**src/rtl/uart_cfg_pkg.sv**
```systemverilog
// Shared types and constants for the UART SETUP-programming APB sequencer.
// Defining CFG_READBACK_EN adds the SETUP read-back states and the mismatch mask.
package uart_cfg_pkg;

  typedef enum logic [2:0] {
    S_IDLE,
    S_POLL_SETUP,
    S_POLL_ACCESS,
    S_WR_SETUP,
    S_WR_ACCESS,
`ifdef CFG_READBACK_EN
    S_RD_SETUP,
    S_RD_ACCESS,
`endif
    S_DONE
  } state_e;

  typedef enum logic [1:0] {
    ERR_NONE     = 2'b00,
    ERR_SLVERR   = 2'b01,
    ERR_TIMEOUT  = 2'b10,
    ERR_MISMATCH = 2'b11
  } err_code_e;

  localparam int unsigned STATUS_OFS = 32'h20;
  localparam int unsigned SETUP_OFS  = 32'h24;

  localparam int STATUS_TX_BUSY_BIT = 0;
  localparam int STATUS_RX_BUSY_BIT = 1;
  localparam logic [31:0] STATUS_BUSY_MASK =
    (32'd1 << STATUS_TX_BUSY_BIT) | (32'd1 << STATUS_RX_BUSY_BIT);

  localparam int SETUP_CLKDIV_LSB = 16;
  localparam int SETUP_RXEN_BIT   = 9;
  localparam int SETUP_TXEN_BIT   = 8;
  localparam int SETUP_STOP_BIT   = 3;
  localparam int SETUP_BITS_LSB   = 1;
  localparam int SETUP_PARITY_BIT = 0;

`ifdef CFG_READBACK_EN
  // Only the fields we program are compared on read-back.
  localparam logic [31:0] SETUP_RB_MASK = 32'hFFFF_030F;
`endif

  typedef struct packed {
    logic [15:0] clkdiv;
    logic        rxen;
    logic        txen;
    logic        stop;
    logic [1:0]  bits;
    logic        parity;
  } setup_cfg_t;

  function automatic logic [31:0] pack_setup(input setup_cfg_t cfg);
    logic [31:0] w;
    w = '0;
    w[SETUP_CLKDIV_LSB +: 16] = cfg.clkdiv;
    w[SETUP_RXEN_BIT]         = cfg.rxen;
    w[SETUP_TXEN_BIT]         = cfg.txen;
    w[SETUP_STOP_BIT]         = cfg.stop;
    w[SETUP_BITS_LSB +: 2]    = cfg.bits;
    w[SETUP_PARITY_BIT]       = cfg.parity;
    return w;
  endfunction

endpackage

```
**src/rtl/uart_cfg_apb_sequencer_if.sv**
```systemverilog
// Config-request port plus APB master bus of the UART SETUP sequencer.
interface uart_cfg_apb_sequencer_if #(
  parameter int APB_AW = 12
);
  logic              req_valid_i;
  logic              req_ready_o;
  logic [15:0]       req_clkdiv_i;
  logic [1:0]        req_bits_i;
  logic              req_parity_i;
  logic              req_stop_i;
  logic              req_txen_i;
  logic              req_rxen_i;
  logic              done_o;
  logic              err_o;
  logic [1:0]        err_code_o;
  logic [APB_AW-1:0] paddr_o;
  logic              psel_o;
  logic              penable_o;
  logic              pwrite_o;
  logic [31:0]       pwdata_o;
  logic [31:0]       prdata_i;
  logic              pready_i;
  logic              pslverr_i;

  modport master (
    input  req_valid_i, req_clkdiv_i, req_bits_i, req_parity_i, req_stop_i,
           req_txen_i, req_rxen_i, prdata_i, pready_i, pslverr_i,
    output req_ready_o, done_o, err_o, err_code_o,
           paddr_o, psel_o, penable_o, pwrite_o, pwdata_o
  );

  modport slave (
    output req_valid_i, req_clkdiv_i, req_bits_i, req_parity_i, req_stop_i,
           req_txen_i, req_rxen_i, prdata_i, pready_i, pslverr_i,
    input  req_ready_o, done_o, err_o, err_code_o,
           paddr_o, psel_o, penable_o, pwrite_o, pwdata_o
  );
endinterface

```
**src/rtl/uart_cfg_apb_xfer.sv**
```systemverilog
// Single APB read or write: start marks the SETUP phase, ACCESS runs until pready_i
// or the wait limit, and done/err/rdata are presented in the final ACCESS cycle.
module uart_cfg_apb_xfer
  import uart_cfg_pkg::*;
#(
  parameter int APB_AW     = 12,
  parameter int PREADY_MAX = 255
) (
  input  logic              clk_i,
  input  logic              rst_i,
  input  logic              start,
  input  logic              we,
  input  logic [APB_AW-1:0] addr,
  input  logic [31:0]       wdata,
  output logic              done,
  output logic [31:0]       rdata,
  output err_code_e         err,
  output logic [APB_AW-1:0] paddr,
  output logic              psel,
  output logic              penable,
  output logic              pwrite,
  output logic [31:0]       pwdata,
  input  logic [31:0]       prdata,
  input  logic              pready,
  input  logic              pslverr
);

  localparam int WW = $clog2(PREADY_MAX + 1);

  logic              access_q;
  logic              we_q;
  logic [APB_AW-1:0] addr_q;
  logic [31:0]       wdata_q;
  logic [WW-1:0]     wait_q;
  logic              timeout;

  assign timeout = access_q && !pready && (wait_q == WW'(PREADY_MAX - 1));
  assign done    = access_q && (pready || timeout);
  assign rdata   = prdata;

  // SETUP phase drives the caller's values directly; ACCESS replays the captured copy.
  assign psel    = start || access_q;
  assign penable = access_q;
  assign paddr   = access_q ? addr_q  : (start ? addr  : '0);
  assign pwrite  = access_q ? we_q    : (start && we);
  assign pwdata  = access_q ? wdata_q : (start ? wdata : '0);

  always_comb begin
    err = ERR_NONE;
    if (done) begin
      if (!pready)      err = ERR_TIMEOUT;
      else if (pslverr) err = ERR_SLVERR;
    end
  end

  // NOTE: state registers update with <= so every flop samples pre-edge values.
  always_ff @(posedge clk_i or posedge rst_i) begin
    if (rst_i) begin
      access_q <= 1'b0;
      we_q     <= 1'b0;
      addr_q   <= '0;
      wdata_q  <= '0;
      wait_q   <= '0;
    end else if (start) begin
      access_q <= 1'b1;
      we_q     <= we;
      addr_q   <= addr;
      wdata_q  <= wdata;
      wait_q   <= '0;
    end else if (done) begin
      access_q <= 1'b0;
    end else if (access_q) begin
      wait_q   <= wait_q + WW'(1);
    end
  end

endmodule

```
**src/rtl/uart_cfg_apb_sequencer.sv**
```systemverilog
// APB master that polls UART STATUS until idle, then programs SETUP from one request.
// Defining CFG_READBACK_EN adds a SETUP read-back and reports mismatches as err 11.
module uart_cfg_apb_sequencer
  import uart_cfg_pkg::*;
#(
  parameter int          APB_AW     = 12,
  parameter int unsigned BASE_ADDR  = 'h000,
  parameter int          POLL_MAX   = 1023,
  parameter int          PREADY_MAX = 255
) (
  input  logic                      clk_i,
  input  logic                      rst_i,
  uart_cfg_apb_sequencer_if.master  bus
);

  localparam int PW = $clog2(POLL_MAX + 1);
  localparam logic [APB_AW-1:0] STATUS_ADDR = APB_AW'(BASE_ADDR + STATUS_OFS);
  localparam logic [APB_AW-1:0] SETUP_ADDR  = APB_AW'(BASE_ADDR + SETUP_OFS);

  state_e      state_q, state_d;
  setup_cfg_t  cfg_q, cfg_d;
  logic [PW-1:0] poll_q, poll_d, poll_inc;
  err_code_e   err_q, err_d;

  logic              x_start, x_we, x_done;
  logic [APB_AW-1:0] x_addr;
  logic [31:0]       x_wdata, x_rdata;
  err_code_e         x_err;

  logic        busy;
  logic [31:0] setup_word;

  assign busy       = |(x_rdata & STATUS_BUSY_MASK);
  assign setup_word = pack_setup(cfg_q);
  assign poll_inc   = poll_q + PW'(1);

`ifdef CFG_READBACK_EN
  logic rb_mismatch;
  assign rb_mismatch = |((x_rdata ^ setup_word) & SETUP_RB_MASK);
`endif

  uart_cfg_apb_xfer #(
    .APB_AW     (APB_AW),
    .PREADY_MAX (PREADY_MAX)
  ) u_xfer (
    .clk_i   (clk_i),
    .rst_i   (rst_i),
    .start   (x_start),
    .we      (x_we),
    .addr    (x_addr),
    .wdata   (x_wdata),
    .done    (x_done),
    .rdata   (x_rdata),
    .err     (x_err),
    .paddr   (bus.paddr_o),
    .psel    (bus.psel_o),
    .penable (bus.penable_o),
    .pwrite  (bus.pwrite_o),
    .pwdata  (bus.pwdata_o),
    .prdata  (bus.prdata_i),
    .pready  (bus.pready_i),
    .pslverr (bus.pslverr_i)
  );

  assign bus.req_ready_o = (state_q == S_IDLE);
  assign bus.done_o      = (state_q == S_DONE);
  assign bus.err_code_o  = err_q;
  assign bus.err_o       = (err_q != ERR_NONE);

  always_ff @(posedge clk_i or posedge rst_i) begin
    if (rst_i) begin
      state_q <= S_IDLE;
      cfg_q   <= '0;
      poll_q  <= '0;
      err_q   <= ERR_NONE;
    end else begin
      state_q <= state_d;
      cfg_q   <= cfg_d;
      poll_q  <= poll_d;
      err_q   <= err_d;
    end
  end

  // NOTE: every signal written here gets a default first so no latch is inferred.
  always_comb begin
    state_d = state_q;
    cfg_d   = cfg_q;
    poll_d  = poll_q;
    err_d   = err_q;
    x_start = 1'b0;
    x_we    = 1'b0;
    x_addr  = '0;
    x_wdata = '0;

    case (state_q)
      S_IDLE: begin
        if (bus.req_valid_i) begin
          cfg_d.clkdiv = bus.req_clkdiv_i;
          cfg_d.rxen   = bus.req_rxen_i;
          cfg_d.txen   = bus.req_txen_i;
          cfg_d.stop   = bus.req_stop_i;
          cfg_d.bits   = bus.req_bits_i;
          cfg_d.parity = bus.req_parity_i;
          poll_d       = '0;
          err_d        = ERR_NONE;
          state_d      = S_POLL_SETUP;
        end
      end

      S_POLL_SETUP: begin
        x_start = 1'b1;
        x_addr  = STATUS_ADDR;
        state_d = S_POLL_ACCESS;
      end

      S_POLL_ACCESS: begin
        if (x_done) begin
          poll_d = poll_inc;
          if (x_err != ERR_NONE) begin
            err_d   = x_err;
            state_d = S_DONE;
          end else if (!busy) begin
            state_d = S_WR_SETUP;
          end else if (poll_inc == PW'(POLL_MAX)) begin
            err_d   = ERR_TIMEOUT;
            state_d = S_DONE;
          end else begin
            state_d = S_POLL_SETUP;
          end
        end
      end

      S_WR_SETUP: begin
        x_start = 1'b1;
        x_we    = 1'b1;
        x_addr  = SETUP_ADDR;
        x_wdata = setup_word;
        state_d = S_WR_ACCESS;
      end

      S_WR_ACCESS: begin
        if (x_done) begin
          if (x_err != ERR_NONE) begin
            err_d   = x_err;
            state_d = S_DONE;
          end else begin
`ifdef CFG_READBACK_EN
            state_d = S_RD_SETUP;
`else
            state_d = S_DONE;
`endif
          end
        end
      end

`ifdef CFG_READBACK_EN
      S_RD_SETUP: begin
        x_start = 1'b1;
        x_addr  = SETUP_ADDR;
        state_d = S_RD_ACCESS;
      end

      S_RD_ACCESS: begin
        if (x_done) begin
          if (x_err != ERR_NONE) err_d = x_err;
          else if (rb_mismatch)  err_d = ERR_MISMATCH;
          state_d = S_DONE;
        end
      end
`endif

      S_DONE:  state_d = S_IDLE;
      default: state_d = S_IDLE;
    endcase
  end

endmodule

```
**src/flat_wrapper.sv**
```systemverilog
// flat-port wrapper written by rule: the top's interface ports become plain ports
module uart_cfg_apb_sequencer_flat import uart_cfg_pkg::*;
#(
  parameter int          APB_AW     = 12,
  parameter int unsigned BASE_ADDR  = 'h000,
  parameter int          POLL_MAX   = 1023,
  parameter int          PREADY_MAX = 255
)
  (clk_i, rst_i, bus_req_valid_i, bus_req_clkdiv_i, bus_req_bits_i, bus_req_parity_i, bus_req_stop_i, bus_req_txen_i, bus_req_rxen_i, bus_prdata_i, bus_pready_i, bus_pslverr_i, bus_req_ready_o, bus_done_o, bus_err_o, bus_err_code_o, bus_paddr_o, bus_psel_o, bus_penable_o, bus_pwrite_o, bus_pwdata_o);
  uart_cfg_apb_sequencer_if #(.APB_AW(APB_AW)) bus_i ();
  input  logic clk_i;
  input  logic rst_i;
  input wire logic [$bits(bus_i.req_valid_i)-1:0] bus_req_valid_i;
  input wire logic [$bits(bus_i.req_clkdiv_i)-1:0] bus_req_clkdiv_i;
  input wire logic [$bits(bus_i.req_bits_i)-1:0] bus_req_bits_i;
  input wire logic [$bits(bus_i.req_parity_i)-1:0] bus_req_parity_i;
  input wire logic [$bits(bus_i.req_stop_i)-1:0] bus_req_stop_i;
  input wire logic [$bits(bus_i.req_txen_i)-1:0] bus_req_txen_i;
  input wire logic [$bits(bus_i.req_rxen_i)-1:0] bus_req_rxen_i;
  input wire logic [$bits(bus_i.prdata_i)-1:0] bus_prdata_i;
  input wire logic [$bits(bus_i.pready_i)-1:0] bus_pready_i;
  input wire logic [$bits(bus_i.pslverr_i)-1:0] bus_pslverr_i;
  output wire logic [$bits(bus_i.req_ready_o)-1:0] bus_req_ready_o;
  output wire logic [$bits(bus_i.done_o)-1:0] bus_done_o;
  output wire logic [$bits(bus_i.err_o)-1:0] bus_err_o;
  output wire logic [$bits(bus_i.err_code_o)-1:0] bus_err_code_o;
  output wire logic [$bits(bus_i.paddr_o)-1:0] bus_paddr_o;
  output wire logic [$bits(bus_i.psel_o)-1:0] bus_psel_o;
  output wire logic [$bits(bus_i.penable_o)-1:0] bus_penable_o;
  output wire logic [$bits(bus_i.pwrite_o)-1:0] bus_pwrite_o;
  output wire logic [$bits(bus_i.pwdata_o)-1:0] bus_pwdata_o;
  assign bus_i.req_valid_i = bus_req_valid_i;
  assign bus_i.req_clkdiv_i = bus_req_clkdiv_i;
  assign bus_i.req_bits_i = bus_req_bits_i;
  assign bus_i.req_parity_i = bus_req_parity_i;
  assign bus_i.req_stop_i = bus_req_stop_i;
  assign bus_i.req_txen_i = bus_req_txen_i;
  assign bus_i.req_rxen_i = bus_req_rxen_i;
  assign bus_i.prdata_i = bus_prdata_i;
  assign bus_i.pready_i = bus_pready_i;
  assign bus_i.pslverr_i = bus_pslverr_i;
  assign bus_req_ready_o = bus_i.req_ready_o;
  assign bus_done_o = bus_i.done_o;
  assign bus_err_o = bus_i.err_o;
  assign bus_err_code_o = bus_i.err_code_o;
  assign bus_paddr_o = bus_i.paddr_o;
  assign bus_psel_o = bus_i.psel_o;
  assign bus_penable_o = bus_i.penable_o;
  assign bus_pwrite_o = bus_i.pwrite_o;
  assign bus_pwdata_o = bus_i.pwdata_o;
  uart_cfg_apb_sequencer #(.APB_AW(APB_AW), .BASE_ADDR(BASE_ADDR), .POLL_MAX(POLL_MAX), .PREADY_MAX(PREADY_MAX)) u_core (.clk_i(clk_i), .rst_i(rst_i), .bus(bus_i));
endmodule
```
**config.mk**
```make
export PLATFORM = sky130hd
export DESIGN_NAME = uart_cfg_apb_sequencer_flat
export DESIGN_NICKNAME = d
export VERILOG_FILES = /design/src/rtl/uart_cfg_pkg.sv /design/src/rtl/uart_cfg_apb_sequencer_if.sv /design/src/rtl/uart_cfg_apb_xfer.sv /design/src/rtl/uart_cfg_apb_sequencer.sv /design/src/flat_wrapper.sv
export SDC_FILE = /design/constraint.sdc
export NUM_CORES = 1
export LEC_CHECK = 0
export BUFFER_PORTS_ARGS = -buffer_cell sky130_fd_sc_hd__buf_2
export CAP_MARGIN = 30
export CORE_MARGIN = 5
export CORE_UTILIZATION = 56
export DETAILED_ROUTE_END_ITERATION = 12
export PLACE_DENSITY = 0.95
export RECOVER_POWER = 50
export SETUP_SLACK_MARGIN = 0.2
export SKIP_CTS_REPAIR_TIMING = 1
export SLEW_MARGIN = 20
export SYNTH_ARGS = -nofsm -noshare
export SYNTH_HDL_FRONTEND = slang
export SYNTH_SLANG_ARGS = --single-unit
export TNS_END_PERCENT = 20
```
**constraint.sdc**
```tcl
create_clock -name clk_i -period 6.2 [get_ports clk_i]
set_input_delay 1.24 -clock clk_i [delete_from_list [all_inputs] [get_ports clk_i]]
set_output_delay 1.24 -clock clk_i [all_outputs]
set_load 0.005 [all_outputs]
```
* Word level (Yosys, flattened, before mapping)
Cells that the tools add are included.
** Storage, ports and cells
- Output and inout port bits :: 52
- Word-level logic and storage cells :: 86
- Bits in registers :: 91
** Cells by class
- Equality and inequality tests :: 14
- Reduce and logical (&&, ||, !) cells :: 21
- $add $sub $neg :: 2
- Muxes and demuxes :: 35
** Operators by type and width (count)
- $mux W32 :: 3
- $mux W12 :: 2
- $mux W8 :: 3
- $mux W10 :: 2
- $pmux W10 S2 :: 1
- $mux W2 :: 9
- $mux W3 :: 6
- $pmux W3 S5 :: 1
- $pmux W6 S2 :: 1
- $add A10 B1 Y10 const B :: 1
- $eq A10 B10 Y1 const B :: 1
- $reduce_bool A2 Y1 :: 5
- $add A8 B1 Y8 const B :: 1
- $eq A8 B8 Y1 const B :: 1
- $ne A2 B2 Y1 const B :: 4
- $reduce_and A7 Y1 :: 1
- $eq A3 B2 Y1 const B :: 2
- $eq A3 B3 Y1 const B :: 2
- $mux W1 :: 6
- $ne A3 B1 Y1 const B :: 2
- $pmux W2 S3 :: 1
- $reduce_and A3 Y1 :: 2
- $logic_and A1 B1 Y1 :: 4
- $reduce_and A2 Y1 :: 2
- other kinds (7) :: 9

* Logic depth before layout (Yosys ltp)
Gate-level depths: netlist of the first run.
- Depth in word-level cells :: 10
- Mapped depth :: 9
- Gate-level depth less buffers :: 8

* Modules after synthesis
A second synthesis of the first run with hierarchy kept.
** Unflattened totals
- Cell total of the unflattened synthesis :: 575
- Area, all modules :: 5018.6 um^2
** By module, submodules not included
- uart_cfg_apb_xfer :: cells an instance 384, seq. area each 1351.3 um^2, area each 2999.1 um^2, instances 1
- uart_cfg_apb_sequencer :: cells an instance 191, seq. area each 925.9 um^2, area each 2019.4 um^2, instances 1

* Least setup slack after synthesis of the first run
OpenSTA, ideal clock, no wires.
- Path type :: reg2out
- Start point :: register u_core.state_q[2]
- End point :: output bus_paddr_o[2]
- Slack :: 3539 ps
- Stages on the path, launching flop included :: 8
- Required time :: 4960 ps
- Arrival time :: 1421 ps
- Cell sequence :: dfrtp_1 > buf_2 > inv_1 > nand2_1 > nor3b_2 > buf_2 > a21o_1 > buf_4
** On the way
- Word-level cells in the longest chain between the ends :: 5
- Elaborated cells on any way between the ends :: 7
- Classes of those cells :: 2 x eq/ne; 4 x mux; 1 x reduce/logical
** RTL lines
- from (decl) :: line uart_cfg_apb_sequencer.sv:20 : state_e state_q, state_d;
- from (signal assigned) :: line uart_cfg_apb_sequencer.sv:77 : state_q <= state_d;
- $eq A3 B1 Y1 or $eq A3 B2 Y1 (tied branches) :: line uart_cfg_apb_sequencer.sv:95 : case (state_q)
- $reduce_or A2 Y1 (no line)
- $mux W1 :: line uart_cfg_apb_sequencer.sv:95
- $mux W12 * (2 in a row) :: line uart_cfg_apb_xfer.sv:44 : assign paddr = access_q ? addr_q : (start ? addr : '0);
- to (decl) :: line flat_wrapper.sv:27 : output wire logic [$bits(bus_i.paddr_o)-1:0] bus_paddr_o;
Every way passes the cells marked *; elsewhere a longest branch is shown, timed or not.

==> results.py, run 1 <==
metrics = {
    "synth": {
        "ys_seq_elements": 70,
        "synth.top_cells.by_area": "dfrtp_1 48%, nand2_1 13%, a22o_1 5.3%",
        "synth.avg_cell_area_sq_um": 8.76,
        "yosysWarnings": 0,
        "synth_top_cell_area_share_pct": 48.0,
        "yosys.area.top_type": "dfrtp_1",
        "syn_inst": 416,
        "ys_types": 48,
        "netlist_area_sq_um": 3650,
        "yosysSeqAreaShare_pct": 48.0,
    },
    "cts": {
        "clk_pin_slew_ns": 0.07,
        "cts_max_level": 3,
        "cts_made_buffers": 9,
        "worstSkewPairLatency_ns": 0.35,
        "clkSinkCount": 70,
        "root_buffer": "clkbuf_8",
        "cts_buffer_depth": 2,
        "cts_tree": "built",
    },
    "power": {
        "clkPwrFrac_pct": 20.8,
        "powerDensity_nw_per_um2": 420,
        "pwr-share-seq_pct": 44.3,
        "p_int_w": 0.00104,
        "power.leakage_nw": 2.15,
        "pwr-share-comb_pct": 34.9,
        "ir_drop_uv": 428,
        "p_sw_share_pct": 39.4,
        "p_switching_w": 0.000674,
    },
    "drt": {
        "detail-route-antenna-nets": 0,
        "wl_met1_um": 3320,
        "topRoutingLayerUsed": "met4",
        "drc": 0,
        "wirelength_um": 8670,
        "wl_met3_um": 719,
        "first_pass_iters": 5,
        "vias": 3183,
        "via_per_inst": 5.80,
        "drt_iter0_drc": 225,
        "dr_wl_met2_um": 4440,
        "wl_per_cell_um": 15.8,
    },
    "global_routing": {
        "grt_usage_pct": 20.7,
        "grt_pass1_wl_um": 14200,
        "antenna_found_initial": 0,
        "grt_max_degree": 71,
        "grt_pass1_vias": 3096,
        "gr-total-overflow": 0,
    },
    "critical_path": {
        "crit_buf_inv": 4,
        "cp-start-kind": "primary input",
        "cp_top_family": "buffers and inverters",
        "path_class": "primary input to async pin",
        "arrival_ns": 4.10,
        "cp.required_ns": 5.93,
        "cp_max_fo": 62,
        "crit_path_top_delay_cell": "clkbuf_1",
        "endpoint_kind": "async pin",
        "crit_chain": "buf_2 -> clkinv_1 -> clkbuf_1 -> clkbuf_1",
        "max_stage_delay_ns": 2.31,
        "crit_top_cell": "clkbuf_1",
    },
    "timing": {
        "min_period_over_period_pct": 70.5,
        "fin_ws_ns": 1.83,
        "slew_viol_final": 63,
        "fin_crit_ns": 4.37,
        "hold_violations": 0,
        "hold_ws_ns": 0.474,
        "timing.slew.headroom_pct": -114,
        "tightest_slew_ns": 3.22,
        "fin_skew_ns": 0.00989,
        "setup_tns_ns": 0,
        "setup_viol": 0,
        "rsz0062_at_grt": "no",
        "fmax_ghz": 0.229,
    },
    "finish": {
        "areaGrowthSynthToFinish_pct": 11.7,
        "final_cell_mix": "130 x nand2_1, 70 x dfrtp_1, 60 x buf_2",
        "antennaDiodeCount": 0,
        "drive_above_1_share_pct": 19.9,
        "finalNetCount": 530,
        "final_common_cell": "nand2_1",
    },
    "floorplan": {
        "die-height_um": 90.7,
        "ios": 111,
        "die_area_sq_um": 8220,
        "fp-row-count": 29,
        "die_x_um": 90.7,
        "initial_core_util_pct": 57.4,
        "core_area_sq_um": 6350,
    },
    "placement": {
        "dp_slack_ns": 2.59,
        "routabilityCongestion": 0.830,
        "port_buffers": 60,
        "dp_hpwl_um": 5520,
    },
    "run_status": {
        "outcome": "finished with violations",
        "violations": "capacitance limit, slew limit",
    },
    "run": {
        "max-cap-violations": 1,
    },
    "worst_hold_path": {
        "hold_class": "flop to flop",
    },
}
## metrics by stage
| step | instance area [sq um] | instances | utilization, % | power [W] |
|---|---|---|---|---|
| after floorplan | 3720 | 435 | - | 0.00116 |
| after global placement | 3890 | 532 | 61.3 | 0.00132 |
| after detailed placement | 3890 | 532 | 61.3 | 0.00136 |
| after CTS | 4080 | 548 | 64.2 | 0.00171 |
| after global routing | 4070 | 549 | 64.1 | 0.00183 |
| final | 4070 | 549 | 64.1 | 0.00171 |
## synth_stat cells (all sizes together)
library cell,count
nand2,131
dfrtp,70
nand3,28
buf,26
a22o,22
clkbuf,19
o21ai,19
nor2,18
inv,7
nand4,7
a21oi,6
and3,5
o31ai,5
xor2,5
ha,4
nand2b,4
nor3,4
nor3b,4
or2,4
and2,3
nor2b,3
o41ai,3
xnor2,3
or3,2
a211o,1
a211oi,1
a21boi,1
a21o,1
a22oi,1
and4,1
conb,1
nand3b,1
nand4b,1
nor4b,1
o2111a,1
o211a,1
o21ba,1
o22ai,1
## cells by family after synthesis
| family | synth area share [%] |
|---|---|
| simple gates | 28.0 |
| flops | 48.0 |
| compound gates | 12.7 |
| buf+inv | 7.82 |
| xor+xnor | 1.92 |
| fa+ha+maj | 1.37 |
| other cells | 0.103 |
## flip-flops by register name, indices dropped and copies added (netlist names)
register	count
u_core.bus.err_code_o	2
u_core.poll_q	10
u_core.u_xfer.wdata_q	22
u_core.state_q	3
u_core.u_xfer.addr_q	2
u_core.u_xfer.wait_q	8
u_core.cfg_q	22
u_core.u_xfer.penable	1
## area by class of cell
type	count	area (sq um)
fillers	475	2280
clock inverters	4	47.5
inverters	7	26.3
clock buffers	12	135
well taps	77	96.3
multi-input cells	313	1680
flip-flops and latches	70	1750
repair buffers	66	334
## layer usage
| layer | track usage [%] | vias up |
|---|---|---|
| met4 | 7.07 | 0 |
| met5 | 0 | - |
| met3 | 5.75 | 26 |
| met2 | 35.1 | 163 |
| li1 | - | 1456 |
| met1 | 25.1 | 1538 |
## final timing paths
check | from | endpoint | slack [ns] | cells past startpoint
setup reg to reg | u_core.state_q[1] | u_core.bus.err_code_o[1] | 3.55 | 7
hold / removal | u_core.u_xfer.addr_q[5] | u_core.u_xfer.addr_q[5] | 0.47 | 1
hold reg to reg | u_core.u_xfer.addr_q[5] | u_core.u_xfer.addr_q[5] | 0.47 | 1
min in group asynchronous | rst_i | u_core.cfg_q[19] | 0.97 | 3
setup / recovery | rst_i | u_core.poll_q[1] | 1.83 | 4
max in group clk_i | u_core.state_q[2] | bus_pwdata_o[30] | 2.18 | 6
## power by group through the flow
stage	sequential, W	combinational (W)	clock, W
after floorplan	0.000729	0.000436	0
after global placement	0.000744	0.000574	0
after detailed placement	0.000760	0.000596	0
after CTS	0.000753	0.000598	0.000356
after global routing	0.000779	0.000674	0.000380
final	0.000758	0.000598	0.000355
Note: power is estimated with default switching activity, not from simulation.
==> run 2, diff against run 1 <==
CORE_UTILIZATION = 52   (was 56)
PLACE_DENSITY = 0.91   (was 0.95)
clock period = 4.2 ns   (was 6.2 ns; I/O delays follow)
==> run 2 against run 1 <==
The flow still finishes with violations (capacitance limit, slew limit); combinational power rose by 42%; clock power is 55% higher; first-iteration DRC count is 20% higher; worst hold slack barely moved; critical path type is now flop to output pin; largest cell class unchanged.
==> results.py, run 2 (synthesis results as in run 1) <==
metrics = {
    "run_status": {
        "outcome": "finished with violations",
        "violations": "capacitance limit, slew limit",
    },
    "drt": {
        "vias": 3080,
        "drt_iter0_drc": 269,
        "first_pass_iters": 5,
        "via_per_inst": 5.41,
        "wirelength_um": 8440,
        "detail-route-antenna-nets": 0,
        "drc": 0,
        "wl_per_cell_um": 14.8,
    },
    "power": {
        "pwr-share-comb_pct": 33.1,
        "clkPwrFrac_pct": 21.5,
        "ir_drop_uv": 592,
        "p_int_w": 0.00154,
        "p_sw_share_pct": 39.8,
        "p_switching_w": 0.00102,
        "pwr-share-seq_pct": 45.4,
        "power.leakage_nw": 2.16,
        "powerDensity_nw_per_um2": 621,
    },
    "timing": {
        "min_period_over_period_pct": 73.9,
        "fin_skew_ns": 0.00821,
        "setup_tns_ns": 0,
        "slew_viol_final": 35,
        "timing.slew.headroom_pct": -2.72,
        "fmax_ghz": 0.322,
        "fin_crit_ns": 3.11,
        "hold_violations": 0,
        "tightest_slew_ns": 1.54,
        "rsz0062_at_grt": "no",
        "setup_viol": 0,
    },
    "finish": {
        "drive_above_1_share_pct": 20.7,
        "fin_util_pct": 60.6,
        "finalNetCount": 531,
        "seqCellArea_sq_um": 1750,
        "top_regs": "u_core.cfg_q x22, u_core.u_xfer.wdata_q x22, u_core.poll_q x10",
        "areaGrowthSynthToFinish_pct": 13.0,
        "multi_input_area_sq_um": 1680,
        "final_cell_mix": "130 x nand2_1, 70 x dfrtp_1, 60 x buf_2",
        "nFillCells": 572,
        "final_common_cell": "nand2_1",
        "antennaDiodeCount": 0,
    },
    "global_routing": {
        "grt_max_degree": 47,
        "grt_pass1_wl_um": 13800,
        "antenna_found_initial": 0,
        "gr-total-overflow": 0,
        "grt_pass1_vias": 2955,
        "grt_usage_pct": 19.7,
    },
    "critical_path": {
        "endpoint_kind": "output pin",
        "crit_path_top_delay_cell": "dfrtp_1",
        "max_stage_delay_ns": 0.79,
        "cp.required_ns": 3.36,
        "cp_max_fo": 23,
        "cp-startpoint": "u_core.state_q[1]",
        "arrival_ns": 2.27,
        "path_class": "flop to output pin",
        "r2r-start": "u_core.state_q[1]",
        "crit_top_cell": "buf_4",
        "crit_chain": "buf_4 -> nor3b_2 -> buf_4 -> a22o_1 -> buf_2",
        "cp-start-kind": "flop",
    },
    "placement": {
        "routabilityCongestion": 0.846,
        "port_buffers": 60,
        "dp_hpwl_um": 5640,
    },
    "floorplan": {
        "die_area_sq_um": 8790,
        "fp-row-count": 30,
        "die_x_um": 93.7,
        "core_area_sq_um": 6790,
        "die-height_um": 93.7,
        "initial_core_util_pct": 53.7,
        "ios": 111,
    },
    "cts": {
        "cts_buffer_depth": 2,
        "clk_pin_slew_ns": 0.08,
        "root_buffer": "clkbuf_8",
        "clkSinkCount": 70,
        "worstSkewPairLatency_ns": 0.35,
        "cts_made_buffers": 9,
        "cts_max_level": 3,
        "cts_tree": "built",
    },
    "worst_hold_path": {
        "hold_class": "flop to flop",
        "min_from": "u_core.u_xfer.addr_q[5]",
    },
    "run": {
        "max-cap-violations": 1,
    },
}
[run 2: changes by cell type in the layout (fill, tap and decap cells not counted), sizes merged]
cell / delta
clkbuf: -2
clkinv: -2
clkinvlp: +2
inv: +2
buf: +1
[run 2: routing by layer]
metal	global-route usage [%]	wire, um	vias up
met4	7.58	164	0
met2	33.0	4260	126
li1	-	-	1469
met5	0	0	-
met3	4.89	539	17
met1	24.5	3480	1468
[run 2: worst paths after layout]
kind / slack [ns] / end / depth (start not counted)
worst max-delay path: 1.09 / bus_pwdata_o[9] / 5
worst min-delay path: 0.47 / u_core.u_xfer.addr_q[5] / 1
worst max register to register: 1.33 / u_core.bus.err_code_o[1] / 6
worst min register to register: 0.47 / u_core.u_xfer.addr_q[5] / 1
max in group asynchronous: 1.37 / u_core.u_xfer.wdata_q[31] / 4
min in group asynchronous: 0.60 / u_core.u_xfer.wdata_q[24] / 2
[run 2: power by group through the flow]
stage          Sequential (W)  Combinational (W)  Clock, W
5_1_grt               0.00120           0.000957  0.000583
6_report              0.00116           0.000847  0.000549
3_3_place_gp          0.00114           0.000814         0
3_5_place_dp          0.00117           0.000851         0
2_1_floorplan         0.00108           0.000643         0
4_1_cts               0.00115           0.000858  0.000555
[run 2: per-stage QoR]
step | setup WS, ns | hold slack (ns) | instances | power, W | instance area [sq um]
4_1_cts | 1.09 | 0.475 | 568 | 0.00257 | 4120
6_report | 1.09 | 0.474 | 569 | 0.00256 | 4120
5_1_grt | 0.813 | 0.502 | 569 | 0.00273 | 4120
2_1_floorplan | 1.59 | 0.439 | 435 | 0.00172 | 3720
3_3_place_gp | 1.45 | 0.450 | 552 | 0.00196 | 3930
3_5_place_dp | 1.32 | 0.457 | 552 | 0.00202 | 3930
[run 2: critical path: cells and delay by family, from the launching register on]
kind                   cells  cell delay (ns)
DFF                        1             0.79
AOI/OAI and AO/OA          1             0.19
and+or+nand+nor            1             0.19
buffers and inverters      3             0.75
[run 2: final cells by class]
cell class / count / area share, %
clock inverter: 6 / 1.70
timing repair buffer: 67 / 8.32
tap: 96 / 2.92
inverter: 7 / 0.638
sequential: 70 / 42.5
multi-input combinational: 313 / 40.8
clock buffer: 10 / 3.10
==> run 3, diff against run 2 <==
clock period = 3.2 ns   (was 4.2 ns; I/O delays follow)
==> run 3 against run 2 <==
Via count grew 1.9%; critical endpoint is now bus_pwdata_o[1]; sequential cell count is the same; the run still ends with capacitance limit, slew limit left; non-clock buffer count grew 2; register-to-register slack lost 0.42 ns; routed wire length grew 0.34%; sequential share of layout area grew 0.078 points; die area is the same.
==> results.py, run 3 (synthesis results as in run 1) <==
metrics = {
    "floorplan": {
        "ios": 111,
        "initial_core_util_pct": 53.7,
        "die_x_um": 93.7,
        "fp-row-count": 30,
        "core_area_sq_um": 6790,
        "die_area_sq_um": 8790,
        "die-height_um": 93.7,
    },
    "power": {
        "powerDensity_nw_per_um2": 798,
        "power.leakage_nw": 2.17,
        "ir_drop_uv": 513,
    },
    "global_routing": {
        "gr-total-overflow": 0,
        "grt_max_degree": 35,
        "grt_pass1_vias": 3040,
        "antenna_found_initial": 0,
        "grt_pass1_wl_um": 14200,
        "grt_usage_pct": 20.3,
    },
    "timing": {
        "hold_violations": 0,
        "rsz0062_at_grt": "no",
        "fin_ws_ns": 0.700,
        "fmax_ghz": 0.400,
        "fin_crit_ns": 2.50,
        "setup_tns_ns": 0,
        "setup_viol": 0,
        "timing.slew.headroom_pct": -1.67,
        "fin_skew_ns": 0.0122,
        "slew_viol_final": 35,
        "tightest_slew_ns": 1.53,
        "min_period_over_period_pct": 78.1,
    },
    "cts": {
        "cts_made_buffers": 9,
        "clkSinkCount": 70,
        "worstSkewPairLatency_ns": 0.35,
        "clk_pin_slew_ns": 0.08,
        "cts_max_level": 3,
        "cts_tree": "built",
        "root_buffer": "clkbuf_8",
        "cts_buffer_depth": 2,
    },
    "run_status": {
        "outcome": "finished with violations",
        "violations": "capacitance limit, slew limit",
    },
    "finish": {
        "finalNetCount": 533,
        "drive_above_1_share_pct": 20.8,
        "nFillCells": 578,
        "areaGrowthSynthToFinish_pct": 12.8,
        "final_cell_mix": "130 x nand2_1, 70 x dfrtp_1, 60 x buf_2",
        "antennaDiodeCount": 0,
        "final_common_cell": "nand2_1",
        "top_regs": "u_core.cfg_q x22, u_core.u_xfer.wdata_q x22, u_core.poll_q x10",
    },
    "critical_path": {
        "cp-start-kind": "flop",
        "cp_max_fo": 23,
        "regToRegSetupSlack_ns": 0.91,
        "crit_path_top_delay_cell": "dfrtp_1",
        "arrival_ns": 1.86,
        "reg2regPathDepth": 4,
        "r2r-start": "u_core.state_q[0]",
        "path_class": "flop to output pin",
        "cp.required_ns": 2.56,
        "crit_chain": "inv_1 -> nand2_1 -> nor3b_2 -> buf_4 -> a22o_1 -> buf_2",
        "timing.rr.end": "u_core.u_xfer.wdata_q[31]",
        "max_stage_delay_ns": 0.51,
        "endpoint_kind": "output pin",
    },
    "worst_hold_path": {
        "holdPathStages": 3,
        "hold_class": "primary input to flop",
        "hold_end": "u_core.cfg_q[17]",
        "min_from": "bus_req_clkdiv_i[11]",
    },
    "drt": {
        "vias": 3138,
        "wirelength_um": 8470,
        "wl_per_cell_um": 14.8,
        "via_per_inst": 5.50,
        "detail-route-antenna-nets": 0,
        "first_pass_iters": 4,
        "drt_iter0_drc": 270,
        "drc": 0,
    },
    "placement": {
        "dp_hpwl_um": 5720,
        "routabilityCongestion": 0.840,
        "dp_slack_ns": 1.07,
        "port_buffers": 60,
    },
    "run": {
        "max-cap-violations": 1,
    },
}
## run 3: changes by cell type in the layout (fill, tap and decap cells not counted), sizes merged
cell / change
clkinvlp: -2
bufinv: -1
clkinv: +3
inv: -1
buf: +2
clkbuf: +1
## run 3: layout make-up
class | count | area (sq um) | share of cell area, %
inverter | 7 | 26.3 | 0.639
sequential | 70 | 1750 | 42.6
clock buffer | 11 | 141 | 3.44
clock inverter | 5 | 35.0 | 0.852
tap | 96 | 120 | 2.92
multi-input combinational | 313 | 1680 | 40.9
timing repair buffer | 69 | 357 | 8.67
## run 3: power breakdown
part	leakage, nW	internal [W]	total, W	switching, W
logic	1.16	0.000463	0.00116	0.000694
registers	0.918	0.00120	0.00148	0.000271
clock network	0.0893	0.000303	0.000647	0.000344
total	2.17	0.00197	0.00328	0.00131
## run 3: how the worst max path moves through the flow
stage | startpoint | slack (ns) | cells after the start | endpoint
after global routing | rst_i | 0.51 | 3 | u_core.u_xfer.wait_q[4]
final | u_core.state_q[2] | 0.70 | 6 | bus_pwdata_o[1]
after detailed placement | u_core.state_q[2] | 1.07 | 6 | bus_pwdata_o[8]
after floorplan | rst_i | 0.79 | 1 | u_core.bus.err_code_o[0]
after global placement | u_core.state_q[2] | 1.13 | 6 | bus_pwdata_o[2]
after CTS | u_core.state_q[2] | 0.68 | 6 | bus_pwdata_o[8]
## run 3: through the flow
step	utilization (%)	hold WS (ns)	power (W)	area (sq um)	std cells
6_report	60.5	0.469	0.00328	4110	571
5_1_grt	60.5	0.472	0.00354	4110	571
4_1_cts	60.7	0.349	0.00330	4130	571
3_5_place_dp	58.1	0.457	0.00266	3950	555
3_3_place_gp	58.1	0.450	0.00259	3950	555
2_1_floorplan	-	0.439	0.00226	3720	435
## run 3: critical path: cells and delay by family (launching register included)
family	cells	cell delay [ns]
AOI/OAI and AO/OA	1	0.20
buffers and inverters	3	0.54
DFF	1	0.51
and+or+nand+nor	2	0.26
## run 3: per-layer routing
metal	up-vias	global-route usage (%)	routed length, um
met3	18	4.25	498
met2	115	33.2	4320
met1	1537	26.2	3470
met4	0	8.42	181
li1	1468	-	-
met5	-	0	0
